<file path="src/rtl/gpr_read_arbiter.sv">
// gpr_read_arbiter: arbitrates the shared rs3 GPR read port between the
// scoreboard issue path and NUM_REQS auxiliary readers.
//   - issue has default priority; aux wins once its starvation counter
//     reaches STARVE_LIMIT; issue is forced back after two aux wins in a row
//   - round-robin among aux requesters
//   - 1-stage tagged response pipeline matching the registered RAM read
// Optional feature: define GPR_ARB_PERF_EN to add three 32-bit saturating
// performance counters as extra output ports.
module gpr_read_arbiter #(
  parameter  int NUM_REQS     = 2,
  parameter  int ADDRW        = 6,
  parameter  int DATAW        = 128,
  parameter  int STARVE_LIMIT = 4,
  localparam int IDXW         = (NUM_REQS > 1) ? $clog2(NUM_REQS) : 1
) (
  input  logic                      clk,
  input  logic                      reset,
  input  logic                      issue_valid,
  input  logic [ADDRW-1:0]          issue_addr,
  output logic                      issue_ready,
  output logic                      issue_rsp_valid,
  output logic [DATAW-1:0]          issue_rsp_data,
  input  logic [NUM_REQS-1:0]       aux_valid,
  input  logic [NUM_REQS*ADDRW-1:0] aux_addr,
  output logic [NUM_REQS-1:0]       aux_ready,
  output logic                      aux_rsp_valid,
  output logic [IDXW-1:0]           aux_rsp_idx,
  output logic [DATAW-1:0]          aux_rsp_data,
  output logic                      ram_read,
  output logic [ADDRW-1:0]          ram_raddr,
  input  logic [DATAW-1:0]          ram_rdata
`ifdef GPR_ARB_PERF_EN
  ,
  output logic [31:0]               perf_issue_stalls,
  output logic [31:0]               perf_aux_grants,
  output logic [31:0]               perf_forced_grants
`endif
);

  localparam logic [3:0]    STARVE_MAX = 4'(STARVE_LIMIT);
  localparam logic [1:0]    ISSUE_MAX  = 2'd2;
  localparam logic [IDXW:0] NUM_REQS_W = (IDXW+1)'(NUM_REQS);

  // Registered arbitration state
  logic [IDXW-1:0]  rr_ptr;
  logic [3:0]       aux_cnt;
  logic [1:0]       iss_cnt;

  // Response tag captured on the grant
  logic             rsp_valid;
  logic             rsp_is_aux;
  logic [IDXW-1:0]  rsp_idx;
  logic             rsp_zero;

  // Combinational grant decision
  logic             any_aux;
  logic             force_issue;
  logic             force_aux;
  logic             grant_aux;
  logic             grant_issue;
  logic [IDXW-1:0]  rr_idx;
  logic [IDXW-1:0]  rr_next;
  logic [ADDRW-1:0] aux_sel_addr;

  // Round-robin search: first valid aux requester at or after rr_ptr.
  always_comb begin
    logic [IDXW:0] cand;
    logic          found;
    // NOTE: every combinational output gets a default before any branch, so
    // no path leaves it unassigned and no latch is inferred.
    rr_idx = '0;
    found  = 1'b0;
    cand   = '0;
    for (int off = 0; off < NUM_REQS; off++) begin
      cand = {1'b0, rr_ptr} + (IDXW+1)'(off);
      if (cand >= NUM_REQS_W) cand = cand - NUM_REQS_W;
      if (!found && aux_valid[cand[IDXW-1:0]]) begin
        rr_idx = cand[IDXW-1:0];
        found  = 1'b1;
      end
    end
  end

  // Source selection: issue by default, starvation overrides either way.
  always_comb begin
    logic [IDXW:0] nxt;
    any_aux     = |aux_valid;
    force_issue = issue_valid && (iss_cnt == ISSUE_MAX);
    force_aux   = any_aux && (aux_cnt == STARVE_MAX) && !force_issue;
    grant_aux   = !reset && any_aux && (force_aux || !issue_valid);
    grant_issue = !reset && issue_valid && !grant_aux;
    nxt = {1'b0, rr_idx} + (IDXW+1)'(1);
    if (nxt >= NUM_REQS_W) nxt = '0;
    rr_next = nxt[IDXW-1:0];
  end

  // One-hot aux grant and the granted requester's address.
  always_comb begin
    aux_ready    = '0;
    aux_sel_addr = '0;
    for (int k = 0; k < NUM_REQS; k++) begin
      if (rr_idx == IDXW'(k)) aux_sel_addr = aux_addr[k*ADDRW +: ADDRW];
    end
    if (grant_aux) aux_ready[rr_idx] = 1'b1;
  end

  assign issue_ready = grant_issue;
  assign ram_read    = grant_issue | grant_aux;
  assign ram_raddr   = grant_aux ? aux_sel_addr : issue_addr;

  // Round-robin pointer and both starvation counters.
  always_ff @(posedge clk) begin
    // NOTE: registers use non-blocking assignments so every update in this
    // block sees the pre-edge values of the others.
    if (reset) begin
      rr_ptr  <= '0;
      aux_cnt <= '0;
      iss_cnt <= '0;
    end else begin
      if (grant_aux) rr_ptr <= rr_next;

      if (grant_aux || !any_aux)     aux_cnt <= '0;
      else if (aux_cnt != STARVE_MAX) aux_cnt <= aux_cnt + 4'd1;

      if (grant_issue || !issue_valid)           iss_cnt <= '0;
      else if (grant_aux && iss_cnt != ISSUE_MAX) iss_cnt <= iss_cnt + 2'd1;
    end
  end

  // Response tag follows the grant by one cycle, like the RAM data.
  always_ff @(posedge clk) begin
    if (reset) begin
      rsp_valid  <= 1'b0;
      rsp_is_aux <= 1'b0;
      rsp_idx    <= '0;
      rsp_zero   <= 1'b0;
    end else begin
      rsp_valid  <= grant_issue | grant_aux;
      rsp_is_aux <= grant_aux;
      rsp_zero   <= grant_issue && (issue_addr == '0);
      if (grant_aux) rsp_idx <= rr_idx;
    end
  end

  // A response in flight when reset arrives is dropped, not delivered.
  assign issue_rsp_valid = rsp_valid && !rsp_is_aux && !reset;
  assign aux_rsp_valid   = rsp_valid &&  rsp_is_aux && !reset;
  assign aux_rsp_idx     = reset ? '0 : rsp_idx;
  assign issue_rsp_data  = rsp_zero ? '0 : ram_rdata;
  assign aux_rsp_data    = ram_rdata;

`ifdef GPR_ARB_PERF_EN
  logic stall_evt;
  logic forced_evt;

  assign stall_evt  = issue_valid && !grant_issue;
  assign forced_evt = (grant_aux && force_aux && issue_valid) ||
                      (grant_issue && force_issue && any_aux);

  // Saturating performance counters.
  always_ff @(posedge clk) begin
    if (reset) begin
      perf_issue_stalls  <= '0;
      perf_aux_grants    <= '0;
      perf_forced_grants <= '0;
    end else begin
      if (stall_evt && perf_issue_stalls != '1)
        perf_issue_stalls <= perf_issue_stalls + 32'd1;
      if (grant_aux && perf_aux_grants != '1)
        perf_aux_grants <= perf_aux_grants + 32'd1;
      if (forced_evt && perf_forced_grants != '1)
        perf_forced_grants <= perf_forced_grants + 32'd1;
    end
  end
`endif

endmodule

</file>
<file path="config.mk">
export PLATFORM = sky130hd
export DESIGN_NAME = gpr_read_arbiter
export DESIGN_NICKNAME = d
export VERILOG_FILES = /design/src/rtl/gpr_read_arbiter.sv
export SDC_FILE = /design/constraint.sdc
export NUM_CORES = 1
export LEC_CHECK = 0
export CAP_MARGIN = 30
export CORE_AREA = 5 5 161 163
export CTS_CLUSTER_SIZE = 14
export DETAILED_ROUTE_END_ITERATION = 16
export DIE_AREA = 0 0 166 168
export PLACE_DENSITY_LB_ADDON = 0.3
export REMOVE_ABC_BUFFERS = 1
export SYNTH_ARGS = -nofsm -noshare
export SYNTH_HDL_FRONTEND = slang
export SYNTH_SLANG_ARGS = --single-unit
</file>
<file path="constraint.sdc">
create_clock -name clk -period 1.8 [get_ports clk]
set_input_delay 0.54 -clock clk [delete_from_list [all_inputs] [get_ports clk]]
set_output_delay 0.54 -clock clk [all_outputs]
set_load 0.03 [all_outputs]
</file>
Yosys cells after proc, flatten, opt, wreduce, memory -nomap -nowiden:

Cells that the tools add are included.
Widths: inputs -> output; s select.

* add/subtract/negate cells: 6
* $mul: 0
* divide/modulo/power cells: 0
* order comparisons: 7
* equal/unequal tests: 4
* shifts and indexed selects: 0
* mux-type cells: 17
* bitwise operators: 1
* reductions and logical operators: 29

Operator list (count)
* $mux 128: 1
* $logic_and 1x1->1: 15
* $mux 1: 12
* $mux 6: 2
* $logic_not 1->1: 7
* $logic_not 6->1: 1
* $lt 1x2->1 const B: 3
* $reduce_or 2->1: 3
* $add 1x1->2 const B: 2
* $add 4x1->4 const B: 1
* $eq 4x3->1 const B: 1
* $ge 2x2->1 const B: 2
* $ne 4x3->1 const B: 1
* $logic_or 1x1->1: 3
* $add 2x1->2 const B: 1
* $eq 2x2->1 const B: 1
* $ge 1x2->1 const B: 1
* $mux 2: 1
* $ne 2x2->1 const B: 1
* $sub 1x1->1 const B: 2
* $demux 1 s1: 1
* $ge 1x1->1 const B: 1
* $or 1x1->1: 1

* bits in registers: 11
* bits in latches: 0
* RAM bits: 0
* bits in read-only memories: 0
* input port bits: 151
* output and inout bits: 269
* word-level logic and storage cells: 71
* memories kept: 0

Depth between registers and ports, before layout:

* word-level depth: 13
* mapped depth: 7
* depth with buffers taken out: 6

Worst setup path after synthesis:

OpenSTA, ideal clock, no wires.

* path kind: reg-to-output
* start: reg iss_cnt[0]
* end: out ram_raddr[0]
* arrival: 1.603 ns
* required time: 1.260 ns
* setup slack: -0.343 ns
* stages on the path, launching flop included: 7
* path buffers: 0
* path through: dfxtp_1 -> inv_1 -> ha_1 -> nand4bb_4 -> a21oi_4 -> nor2_1 -> a21oi_1

* word-level cells in the longest chain between the ends: 7

Ends and longest elaborated chain
* from (decl): RTL line 47 `logic [1:0] iss_cnt;`
* from (signal assigned): RTL line 126 `else if (grant_aux && iss_cnt != ISSUE_MAX) iss_cnt <= iss_cnt + 2'd1;`
* $eq 2x2->1: RTL line 88 `force_issue = issue_valid && (iss_cnt == ISSUE_MAX);`
* $logic_and 1x1->1: RTL line 88
* $logic_not 1->1: RTL line 89 `force_aux = any_aux && (aux_cnt == STARVE_MAX) && !force_issue;`
* $logic_and 1x1->1: RTL line 89
* $logic_or 1x1->1: RTL line 90 `grant_aux = !reset && any_aux && (force_aux || !issue_valid);`
* $logic_and 1x1->1: RTL line 90
* $mux 6: RTL line 109 `assign ram_raddr = grant_aux ? aux_sel_addr : issue_addr;`
* to (decl): RTL line 30 `output logic [ADDRW-1:0] ram_raddr,`

Every way passes these cells.

Worst setup path after layout:

Ends and elaborated chain as after synthesis.

==> results_dict.tcl <==
set metrics [dict create \
    drive_gt1_share_pct 63.4 \
    cp.arrival_ns 1.69 \
    io_pins 420 \
    ys_types 31 \
    track_usage_pct 11.4 \
    fillers 2594 \
    seq_area_frac_synth_pct 8.85 \
    routedWlPerCell_um 17.8 \
    power_leakage_uw 0.00385 \
    fin_crit_sh_pct 124 \
    synth_area_per_cell_sq_um 7.13 \
    yosys-top-cells-area "buf_4 (39%), nor2b_1 (33%), dfxtp_1 (8.9%)" \
    setup_viol 13 \
    end_kind "output port" \
    dieArea_sq_um 27900 \
    setup_tns_ns -3.70 \
    violations "setup timing" \
    fp-row-count 57 \
    synthArstFlopShare_pct 0 \
    path_cells "inv_2 > ha_4 > nand4bb_4 > a21oi_4 > buf_12 > nor2_4 > a21oi_2 > buf_6" \
    path_max_fanout 7 \
    critPathLaunchType "register" \
    ant_nets 0 \
    ys_ff_latch 11 \
    ys.flop_type "dfxtp_1" \
    dpl_cell_area_sq_um 6750 \
    cts_sinks 11 \
    grt_pass1_vias 3611 \
    min_path_type "register to register" \
    p_per_area_nw_per_um2 369 \
    period_minus_slack_ns 2.23 \
    slowest_delay_ns 0.33 \
    clockBufferDepth 2 \
    syn2layout_area_growth_pct 204 \
    cts_hold_buf 0 \
    core_area_sq_um 24200 \
    drt_iter0_drc 53 \
    cts_buffers 3 \
    via_per_inst 3.30 \
    clkLatencyLatePin_ns 0.24 \
    antenna_found_initial 3 \
    grt_pass1_wl_um 24800 \
    relSlewSlack_pct 69.0 \
    die_width_um 166 \
    yosys.area.top_type_share_pct 38.6 \
    dr_total_vias 3562 \
    status "finished, violations left" \
    cts_tree "done" \
    finClkSkew_ns 0.00580 \
    place_inst 1053 \
    routed_wl_um 19200 \
    hold_viol 0 \
    cts_max_level 1 \
    fmax_mhz 448 \
    stdcell_area_sq_um 7570 \
    maxSlewViolCount 0 \
    stdcell_count 1079 \
    rsz0062_at_grt "yes" \
    clkTransAtPathRegs_ns 0.05 \
    drv_cap 0 \
    initial_core_util_pct 10.3 \
    gp_congestion 0.871 \
    timing.final.ws_setup_ns -0.430 \
    synth_cells 349 \
    yosysTopAreaCell "buf_4" \
    crit_required_ns 1.26 \
    path_class "register to output port" \
    grt_max_degree 54 \
    fin_total_pwr_uw 2790 \
    synth_warnings 0 \
    cp_slowest_cell "dfxtp_2" \
    synth_area_sq_um 2490 \
    worst_pin_slew_ns 0.462 \
    vdd_drop_max_mv 0.330 \
    fin_nets 907 \
    ff2ff_setup_slack_ns 0.13 \
    dr.pass1.iters 4 \
    grt_overflow 0 \
    clockRootBuffer "clkbuf_16" \
    die_h_um 168 \
    drc 0 \
    io_buffer_count 419 \
    place_hpwl_um 16100 \
    synth_edf_count 0 \
    finalHoldWorstSlack_ns 0.412 \
]
-- path summary, 6_finish.rpt --
kind | cells past startpoint | endpoint | start
setup / recovery | 8 | ram_raddr[0] | iss_cnt[0]
hold / removal | 1 | iss_cnt[0] | iss_cnt[0]
setup reg to reg | 10 | rr_ptr | iss_cnt[0]
hold reg to reg | 1 | iss_cnt[0] | iss_cnt[0]
-- metrics by stage --
| stage | setup slack (ns) | util (%) |
|---|---|---|
| after floorplan | -1.64 | - |
| after global placement | -0.597 | 27.9 |
| after detailed placement | -0.614 | 27.9 |
| after CTS | -0.458 | 29.4 |
| after global routing | -0.513 | 31.3 |
| final | -0.430 | 31.3 |
-- flip-flops by register name (all words and copies together) (netlist names) --
| signal | cells |
|---|---|
| aux_cnt | 4 |
| iss_cnt | 2 |
| rr_ptr | 1 |
| rsp_idx | 1 |
| rsp_is_aux | 1 |
| rsp_valid | 1 |
| rsp_zero | 1 |
-- cells by family after synthesis --
kind of cell,after synthesis,synth area share (%)
simple gates,162,39.6
buf+inv,148,42.0
compound gates,18,5.28
flops,11,8.85
mux,6,2.41
fa+ha+maj,3,1.51
xor+xnor,1,0.352
-- where the power goes --
group          internal (uW)  switching, uW  total (uW)
Combinational           1020           1100        2120
Sequential               250           5.41         256
Clock                    295            122         418
Total                   1570           1230        2790
-- worst max-delay path: cells and delay by family (launching register included) --
kind	cells	cell delay (ns)
DFF	1	0.33
and+or+nand+nor	2	0.24
AOI/OAI and AO/OA	2	0.36
adders and majority gates	1	0.14
buffers and inverters	3	0.37
-- per-layer routing --
metal  vias to the layer above  GRT usage [%]  routed length (um)
met5                         -              0                   0
met1                      1609           13.4                7870
met2                       172           21.4                9940
met4                         0          0.968                  73
met3                        10           3.14                1270
li1                       1771              -                   -
-- area by class of cell --
type,instances,area [sq um],share of cell area [%]
multi-input combinational,190,1640,21.6
clock buffer,3,75.1,0.992
antenna,3,7.51,0.0992
sequential,11,225,2.98
tap,324,405,5.36
timing repair buffer,542,5190,68.6
inverter,5,18.8,0.248
clock inverter,1,5.00,0.0661
-- synth_stat cells, drive strengths merged (3+ instances only) --
master,number
inv,5
nor2,16
mux2i,6
clkbuf,14
nand2,3
nor2b,130
a21oi,11
dfxtp,11
o21ai,3
ha,3
nor3,4
buf,129
-- layout by cell type (no fill, tap or decap), types with 2 or more instances in the layout --
cell,Yosys,final
buf_4,128,296
dlygate4sd2_1,0,128
nor2b_1,130,82
buf_12,0,48
buf_6,1,41
nor2b_4,0,36
clkdlybuf4s50_1,0,18
nor2b_2,0,12
clkbuf_16,0,10
dfxtp_1,11,9
nor2_1,16,8
a21oi_2,2,6
mux2i_1,6,5
nor2_2,0,4
nor2_4,0,4
a21oi_1,8,4
diode_2,0,3
inv_2,0,3
nand2_1,3,3
nor3_1,4,3
inv_1,5,2
ha_4,0,2
buf_16,0,2
-- repair_timing --
item / 4_1_cts / 5_1_grt
setup endpoints to repair: 212 / 53
resized for setup: 246 / 58
gates cloned: 1 / 8
buffers inserted: 7 / 6
pin swaps: 9 / 2
Power figures use the tool's default switching activity.
